$ cat src/rtl/leaf_packet_tx_if.sv
// leaf_packet_tx_if: signal bundle between an HLS kernel output port, the
// BFT fabric and the leaf transmit packetizer.
//   cfg_dst_leaf / cfg_dst_port    static destination of every packet
//   din_user / din_user_ap_vld     user word and its valid strobe
//   din_user_ap_ack                word taken this cycle
//   dout_leaf_interface2bft        outbound packet, MSB is the valid bit
//   out_ready                      fabric takes the outbound packet this cycle
//   din_leaf_bft2interface         inbound packet, watched for credit returns
//   resend                         re-emit request for the last handed-off packet
//   credit_overflow                sticky credit saturation flag
// The slave modport is the packetizer; the master modport is its environment.
interface leaf_packet_tx_if #(
  parameter int PACKET_BITS   = 49,
  parameter int PAYLOAD_BITS  = 32,
  parameter int NUM_LEAF_BITS = 5,
  parameter int NUM_PORT_BITS = 4
);
  logic [NUM_LEAF_BITS-1:0] cfg_dst_leaf;
  logic [NUM_PORT_BITS-1:0] cfg_dst_port;
  logic [PAYLOAD_BITS-1:0]  din_user;
  logic                     din_user_ap_vld;
  logic                     din_user_ap_ack;
  logic [PACKET_BITS-1:0]   dout_leaf_interface2bft;
  logic                     out_ready;
  logic [PACKET_BITS-1:0]   din_leaf_bft2interface;
  logic                     resend;
  logic                     credit_overflow;

  modport master (
    output cfg_dst_leaf, cfg_dst_port, din_user, din_user_ap_vld, out_ready,
           din_leaf_bft2interface, resend,
    input  din_user_ap_ack, dout_leaf_interface2bft, credit_overflow
  );

  modport slave (
    input  cfg_dst_leaf, cfg_dst_port, din_user, din_user_ap_vld, out_ready,
           din_leaf_bft2interface, resend,
    output din_user_ap_ack, dout_leaf_interface2bft, credit_overflow
  );
endinterface

$ cat src/rtl/leaf_packet_tx.sv
// leaf_packet_tx: user-to-BFT transmit packetizer for one leaf output stream.
// Each accepted 32-bit user word is wrapped into a 49-bit packet
// {valid, dst_leaf, dst_port, seq_addr, payload} and presented one cycle
// later. Transmission is gated by a credit counter that starts at the
// receiver buffer depth and is replenished by inbound credit packets
// (valid with addr == CREDIT_ADDR, increment in payload[7:0]).
// Ports:
//   clk_bft   sole clock
//   reset     asynchronous, active-low reset
//   bus       leaf_packet_tx_if.slave (user handshake, outbound/inbound
//             BFT packets, resend, credit_overflow)
// Optional feature macro: LEAF_TX_RESEND_EN -- keeps a shadow copy of the
// last handed-off packet and re-emits it on a resend pulse while idle.
module leaf_packet_tx #(
  parameter int PACKET_BITS        = 49,
  parameter int PAYLOAD_BITS       = 32,
  parameter int NUM_LEAF_BITS      = 5,
  parameter int NUM_PORT_BITS      = 4,
  parameter int NUM_ADDR_BITS      = 7,
  parameter int NUM_BRAM_ADDR_BITS = 7,
  parameter logic [NUM_ADDR_BITS-1:0] CREDIT_ADDR = 7'h7F
) (
  input logic             clk_bft,
  input logic             reset,
  leaf_packet_tx_if.slave bus
);

  localparam int CREDIT_W   = NUM_BRAM_ADDR_BITS + 1;
  localparam int SUM_W      = NUM_BRAM_ADDR_BITS + 3;
  localparam int MAX_CREDIT = 1 << NUM_BRAM_ADDR_BITS;

  typedef enum logic {IDLE, FULL} state_t;

  state_t                   state, state_nxt;
  logic [PACKET_BITS-1:0]   pkt_p0, pkt_nxt;
  logic [NUM_ADDR_BITS-1:0] seq_addr, seq_addr_nxt;
  logic [CREDIT_W-1:0]      credit, credit_nxt;
  logic                     credit_overflow_r, credit_overflow_nxt;

  logic                     accept;
  logic                     handoff;
  logic                     do_resend;
  logic [PACKET_BITS-1:0]   resend_pkt;
  logic [7:0]               credit_inc;
  logic [SUM_W-1:0]         credit_sum;
  logic [CREDIT_W:0]        credit_sat;
  logic                     unused_inbound;

  // Clamp the raw credit sum to the buffer depth; MSB of the result flags
  // that clamping happened.
  function automatic logic [CREDIT_W:0] sat_credit(input logic [SUM_W-1:0] sum);
    if (sum > SUM_W'(MAX_CREDIT))
      return {1'b1, CREDIT_W'(MAX_CREDIT)};
    return {1'b0, sum[CREDIT_W-1:0]};
  endfunction

  // ack is held low during reset so no word is lost while the block is
  // being cleared.
  assign accept = reset && bus.din_user_ap_vld && (credit != '0) &&
                  (state == IDLE || bus.out_ready);
  assign handoff = (state == FULL) && bus.out_ready;

  assign credit_inc =
    (bus.din_leaf_bft2interface[PACKET_BITS-1] &&
     bus.din_leaf_bft2interface[PAYLOAD_BITS +: NUM_ADDR_BITS] == CREDIT_ADDR)
      ? bus.din_leaf_bft2interface[7:0] : 8'd0;

  // Accept consumes one credit; accept implies credit != 0, so no underflow.
  assign credit_sum = SUM_W'(credit) + SUM_W'(credit_inc) - SUM_W'(accept);
  assign credit_sat = sat_credit(credit_sum);

`ifdef LEAF_TX_RESEND_EN
  logic [PACKET_BITS-1:0] shadow_pkt;
  logic                   shadow_vld;

  always_ff @(posedge clk_bft or negedge reset) begin
    if (!reset) begin
      shadow_pkt <= '0;
      shadow_vld <= 1'b0;
    end else if (handoff) begin
      shadow_pkt <= pkt_p0;
      shadow_vld <= 1'b1;
    end
  end

  // A new user word wins over a resend request in the same idle cycle.
  assign do_resend  = (state == IDLE) && bus.resend && shadow_vld && !accept;
  assign resend_pkt = shadow_pkt;
  assign unused_inbound = ^{bus.din_leaf_bft2interface[PACKET_BITS-2:PAYLOAD_BITS+NUM_ADDR_BITS],
                            bus.din_leaf_bft2interface[PAYLOAD_BITS-1:8]};
`else
  assign do_resend  = 1'b0;
  assign resend_pkt = '0;
  assign unused_inbound = ^{bus.din_leaf_bft2interface[PACKET_BITS-2:PAYLOAD_BITS+NUM_ADDR_BITS],
                            bus.din_leaf_bft2interface[PAYLOAD_BITS-1:8], bus.resend};
`endif

  always_comb begin
    state_nxt           = state;
    pkt_nxt             = pkt_p0;
    seq_addr_nxt        = seq_addr;
    credit_nxt          = credit_sat[CREDIT_W-1:0];
    credit_overflow_nxt = credit_overflow_r | credit_sat[CREDIT_W];
    if (accept) begin
      // Also covers back-to-back: FULL with out_ready reloads in place.
      pkt_nxt      = {1'b1, bus.cfg_dst_leaf, bus.cfg_dst_port, seq_addr, bus.din_user};
      seq_addr_nxt = seq_addr + NUM_ADDR_BITS'(1);
      state_nxt    = FULL;
    end else if (do_resend) begin
      pkt_nxt   = resend_pkt;
      state_nxt = FULL;
    end else if (handoff) begin
      pkt_nxt[PACKET_BITS-1] = 1'b0;
      state_nxt              = IDLE;
    end
  end

  // ---- output register stage (p0) ----
  always_ff @(posedge clk_bft or negedge reset) begin
    if (!reset) begin
      state             <= IDLE;
      pkt_p0            <= '0;
      seq_addr          <= '0;
      credit            <= CREDIT_W'(MAX_CREDIT);
      credit_overflow_r <= 1'b0;
    end else begin
      state             <= state_nxt;
      pkt_p0            <= pkt_nxt;
      seq_addr          <= seq_addr_nxt;
      credit            <= credit_nxt;
      credit_overflow_r <= credit_overflow_nxt;
    end
  end

  assign bus.din_user_ap_ack         = accept;
  assign bus.dout_leaf_interface2bft = pkt_p0;
  assign bus.credit_overflow         = credit_overflow_r;

endmodule

$ cat src/flat_wrapper.sv
// flat-port wrapper written by rule: the top's interface ports become plain ports
module leaf_packet_tx_flat 
#(
  parameter int PACKET_BITS        = 49,
  parameter int PAYLOAD_BITS       = 32,
  parameter int NUM_LEAF_BITS      = 5,
  parameter int NUM_PORT_BITS      = 4,
  parameter int NUM_ADDR_BITS      = 7,
  parameter int NUM_BRAM_ADDR_BITS = 7,
  parameter logic [NUM_ADDR_BITS-1:0] CREDIT_ADDR = 7'h7F
)
  (clk_bft, reset, bus_cfg_dst_leaf, bus_cfg_dst_port, bus_din_user, bus_din_user_ap_vld, bus_out_ready, bus_din_leaf_bft2interface, bus_resend, bus_din_user_ap_ack, bus_dout_leaf_interface2bft, bus_credit_overflow);
  leaf_packet_tx_if #(.PACKET_BITS(PACKET_BITS), .PAYLOAD_BITS(PAYLOAD_BITS), .NUM_LEAF_BITS(NUM_LEAF_BITS), .NUM_PORT_BITS(NUM_PORT_BITS)) bus_i ();
  input logic clk_bft;
  input logic reset;
  input wire logic [$bits(bus_i.cfg_dst_leaf)-1:0] bus_cfg_dst_leaf;
  input wire logic [$bits(bus_i.cfg_dst_port)-1:0] bus_cfg_dst_port;
  input wire logic [$bits(bus_i.din_user)-1:0] bus_din_user;
  input wire logic [$bits(bus_i.din_user_ap_vld)-1:0] bus_din_user_ap_vld;
  input wire logic [$bits(bus_i.out_ready)-1:0] bus_out_ready;
  input wire logic [$bits(bus_i.din_leaf_bft2interface)-1:0] bus_din_leaf_bft2interface;
  input wire logic [$bits(bus_i.resend)-1:0] bus_resend;
  output wire logic [$bits(bus_i.din_user_ap_ack)-1:0] bus_din_user_ap_ack;
  output wire logic [$bits(bus_i.dout_leaf_interface2bft)-1:0] bus_dout_leaf_interface2bft;
  output wire logic [$bits(bus_i.credit_overflow)-1:0] bus_credit_overflow;
  assign bus_i.cfg_dst_leaf = bus_cfg_dst_leaf;
  assign bus_i.cfg_dst_port = bus_cfg_dst_port;
  assign bus_i.din_user = bus_din_user;
  assign bus_i.din_user_ap_vld = bus_din_user_ap_vld;
  assign bus_i.out_ready = bus_out_ready;
  assign bus_i.din_leaf_bft2interface = bus_din_leaf_bft2interface;
  assign bus_i.resend = bus_resend;
  assign bus_din_user_ap_ack = bus_i.din_user_ap_ack;
  assign bus_dout_leaf_interface2bft = bus_i.dout_leaf_interface2bft;
  assign bus_credit_overflow = bus_i.credit_overflow;
  leaf_packet_tx #(.PACKET_BITS(PACKET_BITS), .PAYLOAD_BITS(PAYLOAD_BITS), .NUM_LEAF_BITS(NUM_LEAF_BITS), .NUM_PORT_BITS(NUM_PORT_BITS), .NUM_ADDR_BITS(NUM_ADDR_BITS), .NUM_BRAM_ADDR_BITS(NUM_BRAM_ADDR_BITS), .CREDIT_ADDR(CREDIT_ADDR)) u_core (.clk_bft(clk_bft), .reset(reset), .bus(bus_i));
endmodule
$ cat config.mk
export PLATFORM = sky130hd
export DESIGN_NAME = leaf_packet_tx_flat
export DESIGN_NICKNAME = d
export VERILOG_FILES = /design/src/rtl/leaf_packet_tx_if.sv /design/src/rtl/leaf_packet_tx.sv /design/src/flat_wrapper.sv
export SDC_FILE = /design/constraint.sdc
export NUM_CORES = 1
export LEC_CHECK = 0
export CORE_MARGIN = 2
export CORE_UTILIZATION = 42
export DETAILED_ROUTE_END_ITERATION = 10
export PLACE_DENSITY_LB_ADDON = 0.1
export SLEW_MARGIN = 20
export SYNTH_ARGS = -nofsm -noshare
export SYNTH_HDL_FRONTEND = slang
export SYNTH_SLANG_ARGS = --single-unit
$ cat constraint.sdc
create_clock -name clk_bft -period 3.1 [get_ports clk_bft]
set_input_delay 0.775 -clock clk_bft [delete_from_list [all_inputs] [get_ports clk_bft]]
set_output_delay 0.775 -clock clk_bft [all_outputs]
set_load 0.05 [all_outputs]
======== Yosys cells after proc, flatten, opt, wreduce, memory -nomap -nowiden ========
Cells that the tools add are included.
operators by class
  $lt $le $gt $ge ......................... 1
  multiplexer cells ....................... 7
  reduce and logical (&&, ||, !) cells .... 8
  equality and inequality tests ........... 1
  bitwise operators ....................... 2
  $add $sub $neg .......................... 3
operator list
  operator                                                                number
  49-bit two-way mux                                                      1
  9-bit two-way mux                                                       2
  10-bit by 8-bit > comparator with 1-bit output (second input constant)  1
  10-bit by 1-bit subtractor with 10-bit output                           1
  8-bit by 8-bit adder with 9-bit output                                  1
  8-bit two-way mux                                                       1
  8-bit nonzero test                                                      1
  7-bit by 1-bit adder with 7-bit output (second input constant)          1
  7-bit == test (second input constant)                                   1
  1-bit logical AND                                                       5
  1-bit two-way mux                                                       3
  2-bit nonzero test                                                      1
  1-bit logical OR                                                        1
  1-bit NOT                                                               1
  1-bit bitwise OR                                                        1
word-level totals
  output and inout bits ................... 51
  register bits ........................... 66
  logic and storage cells ................. 28
  input port bits ......................... 95

======== Depth between registers and ports, before layout ========
  depth in word-level cells ............... 9
  gate-level depth with buffers ........... 12
  depth with buffers taken out ............ 12

======== Least setup slack after synthesis ========
No wires, ideal clock.
  path type ............................... input-to-reg
  from .................................... input bus_din_leaf_bft2interface[48]
  to ...................................... register u_core.credit[4]
  path buffers ............................ 0
  setup slack ............................. -231 ps
  stages .................................. 12
  required time ........................... 2,962 ps
  setup time .............................. 138 ps
  data arrival time ....................... 3,193 ps
  cells stage by stage .................... nand4_1 -> nor2_1 -> and2_1 -> ha_1 -> inv_1 -> fa_1 -> nand3b_1 -> a21boi_1 -> o221ai_2 -> a211oi_2 -> a2bb2oi_2 -> a22oi_1
on the way
  longest elaborated chain between the ends .. 7
RTL lines
  what                                             RTL line               text
  from (decl)                                      flat_wrapper.sv:21     input wire logic [$bits(bus_i.din_leaf_bft2interface)-1:0] bus_din_leaf_bft2interface;
  1-bit logical AND *                              leaf_packet_tx.sv:64   (bus.din_leaf_bft2interface[PACKET_BITS-1] &&
  8-bit two-way mux *                              leaf_packet_tx.sv:66   ? bus.din_leaf_bft2interface[7:0] : 8'd0;
  8-bit by 8-bit adder with 9-bit output *         leaf_packet_tx.sv:69   assign credit_sum = SUM_W'(credit) + SUM_W'(credit_inc) - SUM_W'(accept);
  10-bit by 1-bit subtractor with 10-bit output *  leaf_packet_tx.sv:69
  10-bit by 8-bit > comparator with 1-bit output   leaf_packet_tx.sv:52   if (sum > SUM_W'(MAX_CREDIT))
  1-bit two-way mux                                leaf_packet_tx.sv:52
  9-bit two-way mux *                              leaf_packet_tx.sv:54   return {1'b0, sum[CREDIT_W-1:0]};
  via u_core.credit_sat[4]                         leaf_packet_tx.sv:46   logic [CREDIT_W:0] credit_sat;
  to (signal assigned)                             leaf_packet_tx.sv:124  credit <= CREDIT_W'(MAX_CREDIT);
  to (signal assigned)                             leaf_packet_tx.sv:130  credit <= credit_nxt;
  to (decl)                                        leaf_packet_tx.sv:37   logic [CREDIT_W-1:0] credit, credit_nxt;
Mark *: on every way through the listed nets, which the timed path passes. The rest lies on a longest branch.
A chain may end at the register's enable or synchronous reset.

======== Worst setup path after layout ========
  from .................................... input bus_din_leaf_bft2interface[35]
  to ...................................... register u_core.credit[0]
on the way
  longest elaborated chain between the ends .. 8
RTL lines
  what                                             RTL line              text
  7-bit == test *                                  leaf_packet_tx.sv:65  bus.din_leaf_bft2interface[PAYLOAD_BITS +: NUM_ADDR_BITS] == CREDIT_ADDR)
  1-bit logical AND *                              leaf_packet_tx.sv:64
  8-bit two-way mux *                              leaf_packet_tx.sv:66
  8-bit by 8-bit adder with 9-bit output *         leaf_packet_tx.sv:69
  10-bit by 1-bit subtractor with 10-bit output *  leaf_packet_tx.sv:69
  10-bit by 8-bit > comparator with 1-bit output   leaf_packet_tx.sv:52
  1-bit two-way mux                                leaf_packet_tx.sv:52
  9-bit two-way mux *                              leaf_packet_tx.sv:54
  via u_core.credit_sat[0]                         leaf_packet_tx.sv:46
Marks and branches as above.

==> reports/qor.yml <==
nets: 520
drive_gt1_frac: 0.408
rsz0062_at_grt: "true"
vdd_drop_max_uv: 735
yosys_warnings: 0
drc: 0
gr-total-overflow: 0
synthTopCellsByCount: "64 x dfrtp_1, 49 x mux2_2, 12 x a21oi_1, 12 x ha_1, 10 x and2_1"
start_util: 0.436
critPathBufInv: 4
hold_buffers: 0
power_leakage_nw: 2.19
vias: 2591
seq_area_frac_synth: 0.512
arrival_ns: 3.24
gp_congestion: 0.793
drtAntennaViolNets: 0
syn-num-nets: 359
dieWidth_um: 91.0
routed_via_density: 5.02
utilization: 0.721
cts_tree: "done"
synth_cell_types: 50
synth_xor_area_frac: 0.0248
wl_per_cell_um: 15.5
cts_root_buf: "clkbuf_8"
portBuffers: 111
maxSlewHeadroom: 0.467
fin_crit_sh: 0.977
p_sw_frac: 0.430
grt_first_pass_wirelength_mm: 12.9
crit_required_ns: 3.31
clock.fmax_ghz: 0.330
power_density_nw_per_um2: 902
synthAdderAreaFrac: 0.0535
crit_path_end_kind: "flip-flop"
multi_input_area_um2: 1750
cts_buffers: 9
synthCells: 251
timing.final.ws_setup_ns: 0.0726
syn_area_um2: 3180
fp.dieH_um: 91.0
dp.final_hpwl_mm: 5.51
grt_use_total: 0.194
yosysMostFrequentCell: "dfrtp_1"
synth_mux_area_frac: 0.174
report.final.hold_viol_count: 0
synth_edf_count: 0
fillers: 546
worstPathMaxFanout: 7
core_um2: 7290
num_antenna_cells: 0
fin_crit_ns: 3.03
crit_top_cell: "nand4_1"
outcome: "finished clean"
wirelength_mm: 7.99
cts_buffer_depth: 2
first_pass_iters: 4
antenna_found_initial: 0
p_switching_mw: 2.04
slowest_delay_ns: 0.37
startpoint_type: "input port"
area_growth_syn_to_layout_pct: 65.4
post-place-ws_ns: -0.717
clkSlewWorstSetupHoldPaths_ns: 0.08
rows: 31
boundaryPins: 146
fin_tns_setup_ns: 0
clkSinkCount: 65
clock_latency_ns: 0.33
p_clk_frac: 0.176
hp-class: "reg2reg"
dieArea_um2: 8280
cp_top_family: "simple AND/OR/NAND/NOR gates"
slew_violations: 0
finClkSkew_ns: 0.00628
synth_compound_area_frac: 0.109
worst_pin_slew_ns: 0.800
drtIter0Drc: 127
synth_top_area_share: 0.504
grt_pass1_vias: 2761
ys.flop_type: "dfrtp_1"
syn_area_per_cell_um2: 12.7
regArea_um2: 1630
yosys-top-cells-area: "dfrtp_1 50%, mux2_2 17%, ha_1 4.7%"
h-tree-depth: 3
setup_viol: 0
synth_top_family_by_area: "multiplexers"
async_reset_ff_frac: 1.00
crit_type: "in2reg"
crit_chain: "buf_6 > nand4_1 > nor2_2 > and2_4 > ha_4 > inv_2 > fa_2 > nand3b_1 > buf_4 > nand4_1 > nand4_1 > buf_6 > a211oi_4 > a2bb2oi_4 > a21oi_1"
synth_top_cell_by_area: "dfrtp_1"
comb_power_share: 0.534
slowest_stage: "fa_2"
synth_seq_cells: 65
p_int_mw: 2.70
synth-simple-area-share: 0.0976
cap_viol_max_count: 0
power.share.sequential: 0.289
grt_max_degree: 66
==> layout make-up <==
type                            count  share of cell area
Multi-Input combinational cell    166               0.333
Sequential cell                    65               0.310
Timing Repair Buffer              161               0.283
Clock buffer                       10              0.0262
Tap cell                           99              0.0236
Clock inverter                      6              0.0186
Inverter                            9             0.00643
==> cell usage in the layout, fill, tap and decap left out, drive strengths merged, types with 4 or more instances in the layout <==
cell type,netlist,layout
a21oi,12,12
and2,10,10
buf,10,57
clkbuf,1,13
clkdlybuf4s50,0,100
dfrtp,64,64
ha,12,12
inv,9,12
mux2,49,49
nand2,7,7
nand4,7,7
nor2,6,6
nor4,4,4
o21ai,4,4
xnor2,5,5
xor2,4,4
==> cell families after synthesis <==
family          after synthesis
flops                        65
mux                          49
simple gates                 52
buf+inv                      20
compound gates               43
xor+xnor                      9
fa+ha+maj                    13
==> power groups by stage <==
stage               registers [mW]  clock network (mW)  logic, mW
floorplan                     2.32                   0      0.588
global placement              1.36                   0       2.37
detailed placement            1.38                   0       2.40
CTS                           1.37               0.855       2.49
global route                  1.42               0.893       2.66
finish                        1.37               0.836       2.53
==> through the flow <==
stage / hold WS (ns) / instance area [µm²] / power [mW] / cells
after floorplan: 0.440 / 3190 / 2.90 / 251
after global placement: 0.441 / 4650 / 3.73 / 486
after detailed placement: 0.455 / 4650 / 3.78 / 486
after CTS: 0.471 / 5150 / 4.72 / 515
after global routing: 0.492 / 5260 / 4.97 / 516
final: 0.467 / 5260 / 4.74 / 516
==> what timing repair did <==
action / 4_1_cts / 5_1_grt
pin swaps: 16 / 21
setup endpoints to repair: 9 / 9
endpoints found under the hold margin: 0 / 0
buffers inserted: 14 / 4
gates resized for setup: 39 / 39
==> worst register-to-register path, delay by kind of cell, from the launching register on <==
| family | cells | cell delay (ns) |
|---|---|---|
| buffers and inverters | 1 | 0.13 |
| AND/OR/NAND/NOR | 1 | 0.50 |
| adder cells (fa/ha/maj) | 2 | 0.43 |
| AO/OA/AOI/OAI | 5 | 0.83 |
| XOR/XNOR | 1 | 0.17 |
| flip-flops | 1 | 0.43 |
==> routing by layer <==
layer | vias up | GRT usage | wire length (µm)
met5 | - | 0 | 0
met1 | 1263 | 0.239 | 3370
met2 | 78 | 0.329 | 4000
met4 | 0 | 0.0530 | 82
li1 | 1243 | - | -
met3 | 7 | 0.0639 | 547
==> sequential cells by signal, summed over array words and instances (netlist names) <==
register and flops:
u_core.bus.credit_overflow 1, u_core.bus.dout_leaf_interface2bft 49, u_core.credit 8, u_core.seq_addr 7
==> path summary, 6_finish.rpt <==
check / startpoint / end / slack, ns / depth (start not counted)
max: bus_din_leaf_bft2interface[35] / u_core.credit[0]$_DFF_PN0_ / 0.07 / 15
min: u_core.bus.credit_overflow$_DFF_PN0_ / u_core.bus.credit_overflow$_DFF_PN0_ / 0.47 / 1
max reg2reg: u_core.credit[1]$_DFF_PN0_ / u_core.bus.credit_overflow$_DFF_PN0_ / 0.50 / 10
min reg2reg: u_core.bus.credit_overflow$_DFF_PN0_ / u_core.bus.credit_overflow$_DFF_PN0_ / 0.47 / 1
max in group asynchronous: reset / u_core.bus.dout_leaf_interface2bft[18]$_DFFE_PN0P_ / 1.92 / 2
min in group asynchronous: reset / u_core.bus.dout_leaf_interface2bft[33]$_DFFE_PN0P_ / 0.67 / 2
No activity file was read; power rests on OpenSTA's default activity.
